===== config.mk =====
export PLATFORM = sky130hd
export DESIGN_NAME = load_store_unit
export DESIGN_NICKNAME = d
export VERILOG_FILES = /design/src/rtl/lsu_pkg.sv /design/src/rtl/lsu_load_format.sv /design/src/rtl/load_store_unit.sv
export SDC_FILE = /design/constraint.sdc
export NUM_CORES = 1
export LEC_CHECK = 0
export CORE_AREA = 2 2 168 170
export DETAILED_ROUTE_END_ITERATION = 8
export DIE_AREA = 0 0 170 172
export HOLD_SLACK_MARGIN = 0.02
export PLACE_DENSITY = 0.74
export SLEW_MARGIN = 20
export SYNTH_ARGS = -nofsm -noshare
export SYNTH_HDL_FRONTEND = slang
export SYNTH_SLANG_ARGS = --single-unit

===== constraint.sdc =====
create_clock -name clk -period 6.2 [get_ports clk]
set_clock_uncertainty 0.15 [all_clocks]
set_input_delay 1.24 -clock clk [delete_from_list [all_inputs] [get_ports clk]]
set_output_delay 1.24 -clock clk [all_outputs]
set_load 0.03 [all_outputs]

===== src/rtl/lsu_pkg.sv =====
// ============================================================================
// Module      : lsu_pkg
// Description : Shared definitions for the load/store unit: opcodes, fault
//               codes, FSM state type and access-size helpers.
// Revision    : 1.0 - initial release
// ============================================================================
`default_nettype none

package lsu_pkg;

  // Primary opcodes handled by the LSU
  localparam logic [5:0] OP_LWZ = 6'd32;
  localparam logic [5:0] OP_LBZ = 6'd34;
  localparam logic [5:0] OP_STW = 6'd36;
  localparam logic [5:0] OP_STB = 6'd38;
  localparam logic [5:0] OP_LHZ = 6'd40;
  localparam logic [5:0] OP_LHA = 6'd42;
  localparam logic [5:0] OP_STH = 6'd44;

  // Completion fault codes
  localparam logic [1:0] FAULT_NONE     = 2'b00;
  localparam logic [1:0] FAULT_ILLEGAL  = 2'b01;
  localparam logic [1:0] FAULT_TIMEOUT  = 2'b10;
  localparam logic [1:0] FAULT_MISALIGN = 2'b11;

  // Access sizes as log2(bytes)
  localparam logic [1:0] SIZE_BYTE = 2'd0;
  localparam logic [1:0] SIZE_HALF = 2'd1;
  localparam logic [1:0] SIZE_WORD = 2'd2;

  typedef enum logic [1:0] {
    IDLE = 2'd0,
    REQ  = 2'd1,
    RESP = 2'd2
  } lsu_state_e;

  function automatic logic op_is_load(input logic [5:0] op);
    return (op == OP_LWZ) || (op == OP_LBZ) || (op == OP_LHZ) || (op == OP_LHA);
  endfunction

  function automatic logic op_is_store(input logic [5:0] op);
    return (op == OP_STW) || (op == OP_STB) || (op == OP_STH);
  endfunction

  // log2 of the access width in bytes; illegal opcodes report byte size
  function automatic logic [1:0] access_size(input logic [5:0] op);
    logic [1:0] sz;
    case (op)
      OP_LWZ, OP_STW:         sz = SIZE_WORD;
      OP_LHZ, OP_LHA, OP_STH: sz = SIZE_HALF;
      default:                sz = SIZE_BYTE;
    endcase
    return sz;
  endfunction

endpackage

`default_nettype wire


===== src/rtl/lsu_load_format.sv =====
// ============================================================================
// Module      : lsu_load_format
// Description : Combinational load result formatter. Zero-extends byte,
//               half and word loads; sign-extends halfword algebraic loads.
// Revision    : 1.0 - initial release
// ============================================================================
`default_nettype none

module lsu_load_format
  import lsu_pkg::*;
#(
  parameter int XLEN = 64
) (
  input  logic [5:0]      opcode,
  input  logic [XLEN-1:0] raw_data,
  output logic [XLEN-1:0] result
);

  // Select and extend the addressed field according to the load flavour
  always_comb begin
    result = '0;
    case (opcode)
      OP_LBZ:  result = {{(XLEN-8){1'b0}}, raw_data[7:0]};
      OP_LHZ:  result = {{(XLEN-16){1'b0}}, raw_data[15:0]};
      OP_LHA:  result = {{(XLEN-16){raw_data[15]}}, raw_data[15:0]};
      OP_LWZ:  result = {{(XLEN-32){1'b0}}, raw_data[31:0]};
      default: result = '0;
    endcase
  end

endmodule

`default_nettype wire


===== src/rtl/load_store_unit.sv =====
// ============================================================================
// Module      : load_store_unit
// Description : Data-memory initiator. Accepts one load/store from EX,
//               computes the effective address, strobes memory until ack or
//               timeout, and returns a one-cycle formatted completion.
//               Optional macro LSU_ALIGN_CHECK_EN enables misalignment faults.
// Revision    : 1.0 - initial release
// ============================================================================
`default_nettype none

module load_store_unit
  import lsu_pkg::*;
#(
  parameter int XLEN           = 64,
  parameter int TIMEOUT_CYCLES = 16
) (
  input  logic            clk,
  input  logic            rst,
  input  logic            req_valid,
  output logic            req_ready,
  input  logic [5:0]      req_opcode,
  input  logic [XLEN-1:0] req_base,
  input  logic [15:0]     req_disp,
  input  logic [XLEN-1:0] req_store_data,
  input  logic [4:0]      req_rt,
  output logic [XLEN-1:0] mem_address,
  output logic [XLEN-1:0] mem_write_data,
  output logic [5:0]      mem_opcode,
  output logic            MemRead,
  output logic            MemWrite,
  input  logic [XLEN-1:0] mem_read_data,
  input  logic            mem_ack,
  output logic            resp_valid,
  output logic            resp_is_load,
  output logic [XLEN-1:0] resp_data,
  output logic [4:0]      resp_rt,
  output logic [1:0]      resp_fault
);

  // Counter just wide enough to reach TIMEOUT_CYCLES-1
  localparam int CW = (TIMEOUT_CYCLES > 1) ? $clog2(TIMEOUT_CYCLES) : 1;
  localparam logic [CW-1:0] CNT_LAST = (TIMEOUT_CYCLES > 0) ? CW'(TIMEOUT_CYCLES - 1) : '0;

  lsu_state_e      state, next_state;

  logic [XLEN-1:0] addr_q;
  logic [XLEN-1:0] wdata_q;
  logic [5:0]      op_q;
  logic [4:0]      rt_q;
  logic            is_load_q;
  logic [1:0]      fault_q;
  logic [XLEN-1:0] rdata_q;
  logic [CW-1:0]   tcnt;

  logic [XLEN-1:0] ea;
  logic            accept;
  logic            legal;
  logic            misaligned;
  logic            timeout_hit;
  logic [XLEN-1:0] load_fmt;

  assign ea     = req_base + {{(XLEN-16){req_disp[15]}}, req_disp};
  assign accept = req_valid && req_ready;
  assign legal  = op_is_load(req_opcode) || op_is_store(req_opcode);

`ifdef LSU_ALIGN_CHECK_EN
  // Word accesses need EA[1:0]==0, halfword accesses need EA[0]==0
  always_comb begin
    misaligned = 1'b0;
    case (access_size(req_opcode))
      SIZE_WORD: misaligned = (ea[1:0] != 2'b00);
      SIZE_HALF: misaligned = ea[0];
      default:   misaligned = 1'b0;
    endcase
  end
`else
  assign misaligned = 1'b0;
`endif

  // An ack in the final allowed cycle takes priority over the timeout
  assign timeout_hit = (TIMEOUT_CYCLES != 0) && (tcnt == CNT_LAST) && !mem_ack;

  lsu_load_format #(
    .XLEN(XLEN)
  ) u_load_format (
    .opcode  (op_q),
    .raw_data(mem_read_data),
    .result  (load_fmt)
  );

  // FSM state register
  always_ff @(posedge clk) begin
    if (rst) state <= IDLE;
    else     state <= next_state;
  end

  // Next-state selection: faults detected at accept skip the memory phase
  always_comb begin
    next_state = state;
    case (state)
      IDLE: begin
        if (accept) begin
          if (!legal || misaligned) next_state = RESP;
          else                      next_state = REQ;
        end
      end
      REQ: begin
        if (mem_ack || timeout_hit) next_state = RESP;
      end
      RESP:    next_state = IDLE;
      default: next_state = IDLE;
    endcase
  end

  // Request capture, timeout counting and response capture
  always_ff @(posedge clk) begin
    if (rst) begin
      addr_q    <= '0;
      wdata_q   <= '0;
      op_q      <= '0;
      rt_q      <= '0;
      is_load_q <= 1'b0;
      fault_q   <= FAULT_NONE;
      rdata_q   <= '0;
      tcnt      <= '0;
    end else begin
      case (state)
        IDLE: begin
          if (accept) begin
            addr_q    <= ea;
            wdata_q   <= req_store_data;
            op_q      <= req_opcode;
            rt_q      <= req_rt;
            is_load_q <= op_is_load(req_opcode);
            rdata_q   <= '0;
            tcnt      <= '0;
            if (!legal)          fault_q <= FAULT_ILLEGAL;
            else if (misaligned) fault_q <= FAULT_MISALIGN;
            else                 fault_q <= FAULT_NONE;
          end
        end
        REQ: begin
          if (mem_ack) begin
            rdata_q <= is_load_q ? load_fmt : '0;
          end else if (timeout_hit) begin
            fault_q <= FAULT_TIMEOUT;
            rdata_q <= '0;
          end else begin
            tcnt <= tcnt + CW'(1);
          end
        end
        default: ;
      endcase
    end
  end

  assign req_ready      = (state == IDLE);
  assign MemRead        = (state == REQ) && is_load_q;
  assign MemWrite       = (state == REQ) && !is_load_q;
  assign mem_address    = addr_q;
  assign mem_write_data = wdata_q;
  assign mem_opcode     = op_q;

  // Completion fields are only driven during the single response cycle
  assign resp_valid   = (state == RESP);
  assign resp_is_load = resp_valid && is_load_q && (fault_q == FAULT_NONE);
  assign resp_data    = resp_valid ? rdata_q : '0;
  assign resp_rt      = resp_valid ? rt_q : '0;
  assign resp_fault   = resp_valid ? fault_q : FAULT_NONE;

endmodule

`default_nettype wire

==> flow_summary.json, run 1 <==
{
  "final_nets": 2011,
  "fin_crit_ns": 4.19,
  "cts_sinks": 181,
  "grt.overflow.total": 0,
  "cts-root-buf": "clkbuf_16",
  "internal-power_mw": 2.29,
  "p_clk_share_pct": 32.6,
  "drc": 0,
  "finalHoldViolCount": 0,
  "power_switching_mw": 1.20,
  "die_y_um": 172,
  "grt_pass1_vias": 10300,
  "p_leak_nw": 5.90,
  "path_delay_family": "compound AO/OA/AOI/OAI gates",
  "yosys_most_used_dff": "dfxtp_1",
  "netlist_area_um2": 10800,
  "h-tree-depth": 4,
  "row_count": 61,
  "worstHoldPathType": "reg -> reg",
  "layout_setup_ws_ns": 2.01,
  "area_growth_syn_to_layout_pct": 41.8,
  "power_density_nw_per_um2": 227,
  "synth_edf_count": 0,
  "hold_buffers": 0,
  "arrival_ns": 4.40,
  "critPathKind": "in -> reg",
  "wl_um": 35900,
  "ys_warn_count": 0,
  "clockBufferDepth": 2,
  "drt-initial-drc-count": 811,
  "fin_cells": 2084,
  "portBuffers": 400,
  "slowest_delay_ns": 0.43,
  "critPathSlowestCell": "fa_1",
  "start_util_pct": 39.4,
  "ctsResizeCount": 0,
  "grt_max_degree": 82,
  "timing.max_cap.violations": 0,
  "synth_cells": 1405,
  "io_pins": 433,
  "fmax_ghz": 0.239,
  "final_util_pct": 55.9,
  "comb_power_share_pct": 30.6,
  "p_sw_share_pct": 34.4,
  "dp_hpwl_um": 27000,
  "async_flop_share_pct": 0,
  "hold-worst-slack_ns": 0.302,
  "grt_pass1_wl_um": 53700,
  "drive_gt1_share_pct": 5.53,
  "yosysUniqueCellTypes": 91,
  "numCtsBuffers": 17,
  "grt_usage_pct": 23.1,
  "coreArea_um2": 27500,
  "place_inst": 2050,
  "cp_cell_sequence": "clkdlybuf4s50_1 > ha_1 > fa_1 > a211oi_1 > o21ai_2 > a21oi_1 > nor4b_2 > o211ai_2 > a311oi_2 > o211a_1 > o21a_1 > o31ai_2",
  "rsz0062_at_grt": "no",
  "setup_viol": 0,
  "clkLatencyLatePin_ns": 0.43,
  "vias": 11200,
  "antenna_found_initial": 2,
  "avgSynthCellArea_um2": 7.71,
  "slew_headroom_pct": 31.5,
  "die-area_um2": 29200,
  "antenna_left": 0,
  "cp-end-kind": "register",
  "cts_tree": "built",
  "via_per_inst": 5.35,
  "cp_max_fo": 4,
  "synth_fp_nets": 1693,
  "seqPwrFrac_pct": 36.8,
  "synth.ff_latch_count": 181,
  "worst_ep_required_time_ns": 6.41,
  "pre_cts_slack_ns": 1.60,
  "dr.pass1.iters": 8,
  "crit_buf_inv": 1,
  "fin_setup_tns_ns": 0,
  "slew_viol_final": 0,
  "gp_routability_congestion": 0.895,
  "seq_area_frac_synth_pct": 33.4,
  "start_kind": "primary input",
  "path_clk_slew_ns": 0.08,
  "wl_per_cell_um": 17.2,
  "die_x_um": 170,
  "final.period_utilization_pct": 67.6,
  "status": "finished clean",
  "cts_setup_buffers": 0,
  "worstMarginPinSlew_ns": 1.02,
  "ir_drop_mv": 0.159
}
==> cell type report <==
type | count | area [um2]
diodes | 2 | 5.00
clock buffers | 18 | 439
clock inverters | 14 | 180
fillers | 2531 | 12100
inverters | 13 | 48.8
multi-input cells | 1100 | 6570
flip-flops and latches | 181 | 3620
well taps | 346 | 433
repair buffers | 410 | 4070
==> power groups by stage <==
stage	registers [mW]	logic, mW	clock network (mW)
6_report	1.29	1.07	1.14
5_1_grt	1.30	1.15	1.21
4_1_cts	1.29	1.07	1.16
3_5_place_dp	1.31	1.06	0
3_3_place_gp	1.31	1.05	0
2_1_floorplan	1.46	0.505	0
==> sequential cells by signal, indices dropped and copies added (netlist names) <==
register / flops
mem_address: 64
mem_write_data: 64
rdata_q: 33
mem_opcode: 6
rt_q: 5
tcnt: 4
fault_q: 2
state: 2
is_load_q: 1
==> cells by family (layout without fill, tap and decap cells) <==
group,after synthesis,in the layout,synth area share [%]
fa+ha+maj,65,65,7.57
simple gates,566,566,23.8
compound gates,415,415,24.7
flops,181,181,33.4
other cells,0,2,0
mux,2,2,0.185
buf+inv,124,455,6.10
xor+xnor,52,52,4.20
==> final timing paths <==
path                                     start                      endpoint  slack, ns  cells after the start
setup / recovery                   req_base[0]  mem_address[60]$_SDFFE_PP0P_       2.01                     12
hold reg to reg   mem_address[14]$_SDFFE_PP0P_  mem_address[14]$_SDFFE_PP0P_       0.30                      2
hold / removal    mem_address[14]$_SDFFE_PP0P_  mem_address[14]$_SDFFE_PP0P_       0.30                      2
setup reg to reg    mem_opcode[5]$_SDFFE_PP0P_       rdata_q[8]$_SDFFE_PP0P_       3.22                      6
==> layer usage <==
metal | track usage [%] | part of all wire [%] | vias up
met5 | 0 | 0 | -
met2 | 40.3 | 48 | 363
met1 | 28.0 | 43 | 5174
met4 | 8.84 | 3.1 | 0
met3 | 4.92 | 6.0 | 66
li1 | - | - | 5552
==> synthesized netlist by cell type, types with 4 or more instances <==
| cell | instances | area [um2] |
|---|---|---|
| nand2_1 | 314 | 1180 |
| a21oi_1 | 208 | 1040 |
| dfxtp_1 | 181 | 3620 |
| nor2_1 | 94 | 353 |
| ha_1 | 64 | 801 |
| clkbuf_1 | 60 | 225 |
| and2_1 | 45 | 282 |
| o21ai_0 | 36 | 180 |
| a21o_1 | 34 | 255 |
| buf_4 | 32 | 240 |
| xnor2_1 | 27 | 236 |
| xor2_1 | 25 | 219 |
| nand3_1 | 20 | 100 |
| nand4_1 | 20 | 125 |
| a22oi_1 | 18 | 135 |
| nor3_1 | 17 | 85.1 |
| o21ai_1 | 14 | 70.1 |
| inv_1 | 13 | 48.8 |
| o21bai_1 | 13 | 97.6 |
| a211oi_1 | 11 | 82.6 |
| a31oi_1 | 11 | 68.8 |
| and3_1 | 6 | 37.5 |
| buf_2 | 6 | 30.0 |
| buf_6 | 6 | 67.6 |
| or3_1 | 6 | 37.5 |
| nand2b_1 | 5 | 31.3 |
| nor2b_1 | 5 | 31.3 |
| o31ai_1 | 5 | 37.5 |
| a211o_1 | 4 | 35.0 |
| a221oi_1 | 4 | 35.0 |
| buf_1 | 4 | 15.0 |
| nand3b_1 | 4 | 30.0 |
| o211ai_1 | 4 | 30.0 |
| o211ai_2 | 4 | 50.1 |
| or2_2 | 4 | 25.0 |
==> tightest hold or removal path: cells and delay by family (launching register included) <==
family             cells  cell delay [ns]
DFF                    1             0.31
and+or+nand+nor        1             0.05
AOI/OAI and AO/OA      1             0.05
==> metrics by stage <==
step	area (um2)	power, mW
global placement	14700	2.36
global route	15400	3.66
detailed placement	14700	2.37
floorplan	10800	1.96
CTS	15400	3.52
finish	15400	3.49
==> placed cells by master (no fill, tap or decap), drive strengths merged, types with 4 or more instances in the layout <==
cell	instances
nand3b	4
inv	21
nor3	20
o211ai	8
nand3	21
nor2b	5
and3	8
o31ai	7
a211oi	14
clkdlybuf4s50	398
xnor2	27
a211o	4
a21oi	210
and2	45
o21ai	52
dfxtp	181
or2	4
a221oi	6
clkinv	4
a31o	4
ha	64
nand2b	5
o21bai	13
buf	12
nor2	94
a22oi	18
a21o	34
clkbuf	18
or3	6
nand4	22
nand2	315
a311oi	5
a31oi	12
xor2	25
No activity file was read; power rests on OpenSTA's default activity.
==> run 2, diff against run 1 <==
--- a/config.mk
+++ b/config.mk
@@ -5,11 +5,12 @@
 export SDC_FILE = /design/constraint.sdc
 export NUM_CORES = 1
 export LEC_CHECK = 0
-export CORE_AREA = 2 2 168 170
+export CORE_ASPECT_RATIO = 2
+export CORE_MARGIN = 2
+export CORE_UTILIZATION = 40
 export DETAILED_ROUTE_END_ITERATION = 8
-export DIE_AREA = 0 0 170 172
 export HOLD_SLACK_MARGIN = 0.02
-export PLACE_DENSITY = 0.74
+export PLACE_DENSITY = 0.78
 export SLEW_MARGIN = 20
 export SYNTH_ARGS = -nofsm -noshare
 export SYNTH_HDL_FRONTEND = slang
==> constraint.sdc (replaced) <==
create_clock -name clk -period 3.5 [get_ports clk]
set_clock_uncertainty 0.15 [all_clocks]
set_input_delay 0.7 -clock clk [delete_from_list [all_inputs] [get_ports clk]]
set_output_delay 0.7 -clock clk [all_outputs]
set_load 0.03 [all_outputs]
==> run 2 against run 1 <==
Combinational power increased by 110%. Final area increased by 10%. Routed wire length increased by 15%. Via count increased by 9.6%. Non-clock buffer count increased by 190. Clock power increased by 75%. Global-route usage increased by 4.8 points. Largest power group unchanged. Power increased by 87%. Critical path depth unchanged.
==> flow_summary.json, run 2 (same netlist as run 1, synthesis figures left out) <==
{
  "die-area_um2": 28500,
  "status": "finished clean",
  "regArea_um2": 3620,
  "worstMarginPinSlew_ns": 0.810,
  "final_nets": 2201,
  "drt-initial-drc-count": 520,
  "hold-worst-slack_ns": 0.300,
  "wl_per_cell_um": 18.1,
  "finalHoldViolCount": 0,
  "clockBufferDepth": 2,
  "io_pins": 433,
  "p_leak_nw": 6.95,
  "cts-root-buf": "clkbuf_16",
  "area_growth_syn_to_layout_pct": 56.3,
  "grt.overflow.total": 0,
  "nFillCells": 2307,
  "fin_crit_ns": 3.44,
  "grt_usage_pct": 28.0,
  "critPathKind": "in -> reg",
  "timing.max_cap.violations": 0,
  "portBuffers": 400,
  "cts_tree": "built",
  "row_count": 85,
  "slew_viol_final": 0,
  "wl_um": 41200,
  "dpl_cell_area_um2": 16100,
  "min_path_cells": 2,
  "cp_cell_sequence": "clkdlybuf4s50_1 > ha_1 > buf_4 > a21o_1 > a31o_1 > a221oi_2 > o21ai_1 > o211ai_2 > a311oi_4 > o211a_1 > o21a_1 > o31ai_2",
  "power_density_nw_per_um2": 386,
  "hold_buffers": 0,
  "antenna_found_initial": 1,
  "ir_drop_mv": 0.275,
  "numCtsBuffers": 17,
  "path_clk_slew_ns": 0.07,
  "setup_viol": 0,
  "grt_pass1_wl_um": 62700,
  "multi_input_area_um2": 6760,
  "dp_hpwl_um": 31900,
  "slowest_delay_ns": 0.41,
  "critPathSlowestCell": "clkdlybuf4s50_1",
  "start_kind": "primary input",
  "slew_headroom_pct": 45.8,
  "die_y_um": 237,
  "clkLatencyLatePin_ns": 0.44,
  "fmax_ghz": 0.290,
  "h-tree-depth": 4,
  "worstHoldPathType": "reg -> reg",
  "gp_routability_congestion": 0.980,
  "cts_sinks": 181,
  "grt_max_degree": 68,
  "via_per_inst": 5.37,
  "start_util_pct": 40.4,
  "final_common_cell": "clkdlybuf4s50_1",
  "cp-end-kind": "register",
  "antenna_left": 0,
  "coreArea_um2": 26800,
  "drive_gt1_share_pct": 17.4,
  "die_x_um": 120,
  "grt_pass1_vias": 12200,
  "dr.pass1.iters": 5,
  "final.period_utilization_pct": 98.4,
  "reg2reg_depth": 5,
  "fin_area_um2": 16900,
  "vias": 12200,
  "drc": 0,
  "cp_max_fo": 5,
  "worst_ep_required_time_ns": 3.72,
  "layout_common_cells": "365 x clkdlybuf4s50_1, 314 x nand2_1, 230 x buf_4, 204 x a21oi_1, 181 x dfxtp_1",
  "power_mw": 6.54,
  "arrival_ns": 3.66
}
[run 2: critical path: cells and delay by family]
kind,cells,cell delay (ns)
AO/OA/AOI/OAI,9,2.01
buffers and inverters,2,0.59
adder cells (fa/ha/maj),1,0.36
[run 2: layout make-up]
| class | instances | area share, % |
|---|---|---|
| clock buffers | 17 | 2.51 |
| inverters | 13 | 0.288 |
| flip-flops and latches | 181 | 21.4 |
| clock inverters | 15 | 1.09 |
| well taps | 348 | 2.57 |
| multi-input cells | 1100 | 39.9 |
| repair buffers | 600 | 32.2 |
| diodes | 1 | 0.0148 |
[run 2: final timing paths]
kind | start | end | slack, ns
setup reg to reg | mem_opcode[0]$_SDFFE_PP0P_ | rdata_q[18]$_SDFFE_PP0P_ | 1.04
hold / removal | mem_address[15]$_SDFFE_PP0P_ | mem_address[15]$_SDFFE_PP0P_ | 0.30
setup / recovery | req_base[23] | mem_address[60]$_SDFFE_PP0P_ | 0.06
hold reg to reg | mem_address[15]$_SDFFE_PP0P_ | mem_address[15]$_SDFFE_PP0P_ | 0.30
[run 2: repair_timing]
action,in CTS,in global routing
resized for setup,0,30
endpoints found under the setup margin,0,11
buffers inserted,0,2
[run 2: metrics by stage]
| stage | setup WS (ns) | utilization [%] | TNS [ns] | instances |
|---|---|---|---|---|
| global placement | -0.418 | 60.1 | -8.13 | 2240 |
| CTS | 0.0158 | 62.4 | 0 | 2272 |
| global route | -0.0612 | 63.2 | -0.188 | 2275 |
| floorplan | 0.278 | - | 0 | 1405 |
| detailed placement | -0.440 | 60.1 | -8.52 | 2240 |
| finish | 0.0576 | 63.2 | 0 | 2275 |
[run 2: metal layers]
metal / vias to the layer above / track usage [%] / wire length [um]
met5: - / 0 / 0
met4: 0 / 19.7 / 2840
met3: 139 / 4.62 / 2110
met2: 469 / 53.6 / 22500
met1: 5718 / 25.9 / 13800
li1: 5897 / - / -
[run 2: power by group]
group | switching [mW] | total [mW] | internal [mW] | leakage, nW
Sequential | 0.0814 | 2.28 | 2.20 | 1.48
Combinational | 1.23 | 2.28 | 1.04 | 5.17
Clock | 0.957 | 1.99 | 1.03 | 0.292
Total | 2.27 | 6.54 | 4.27 | 6.95
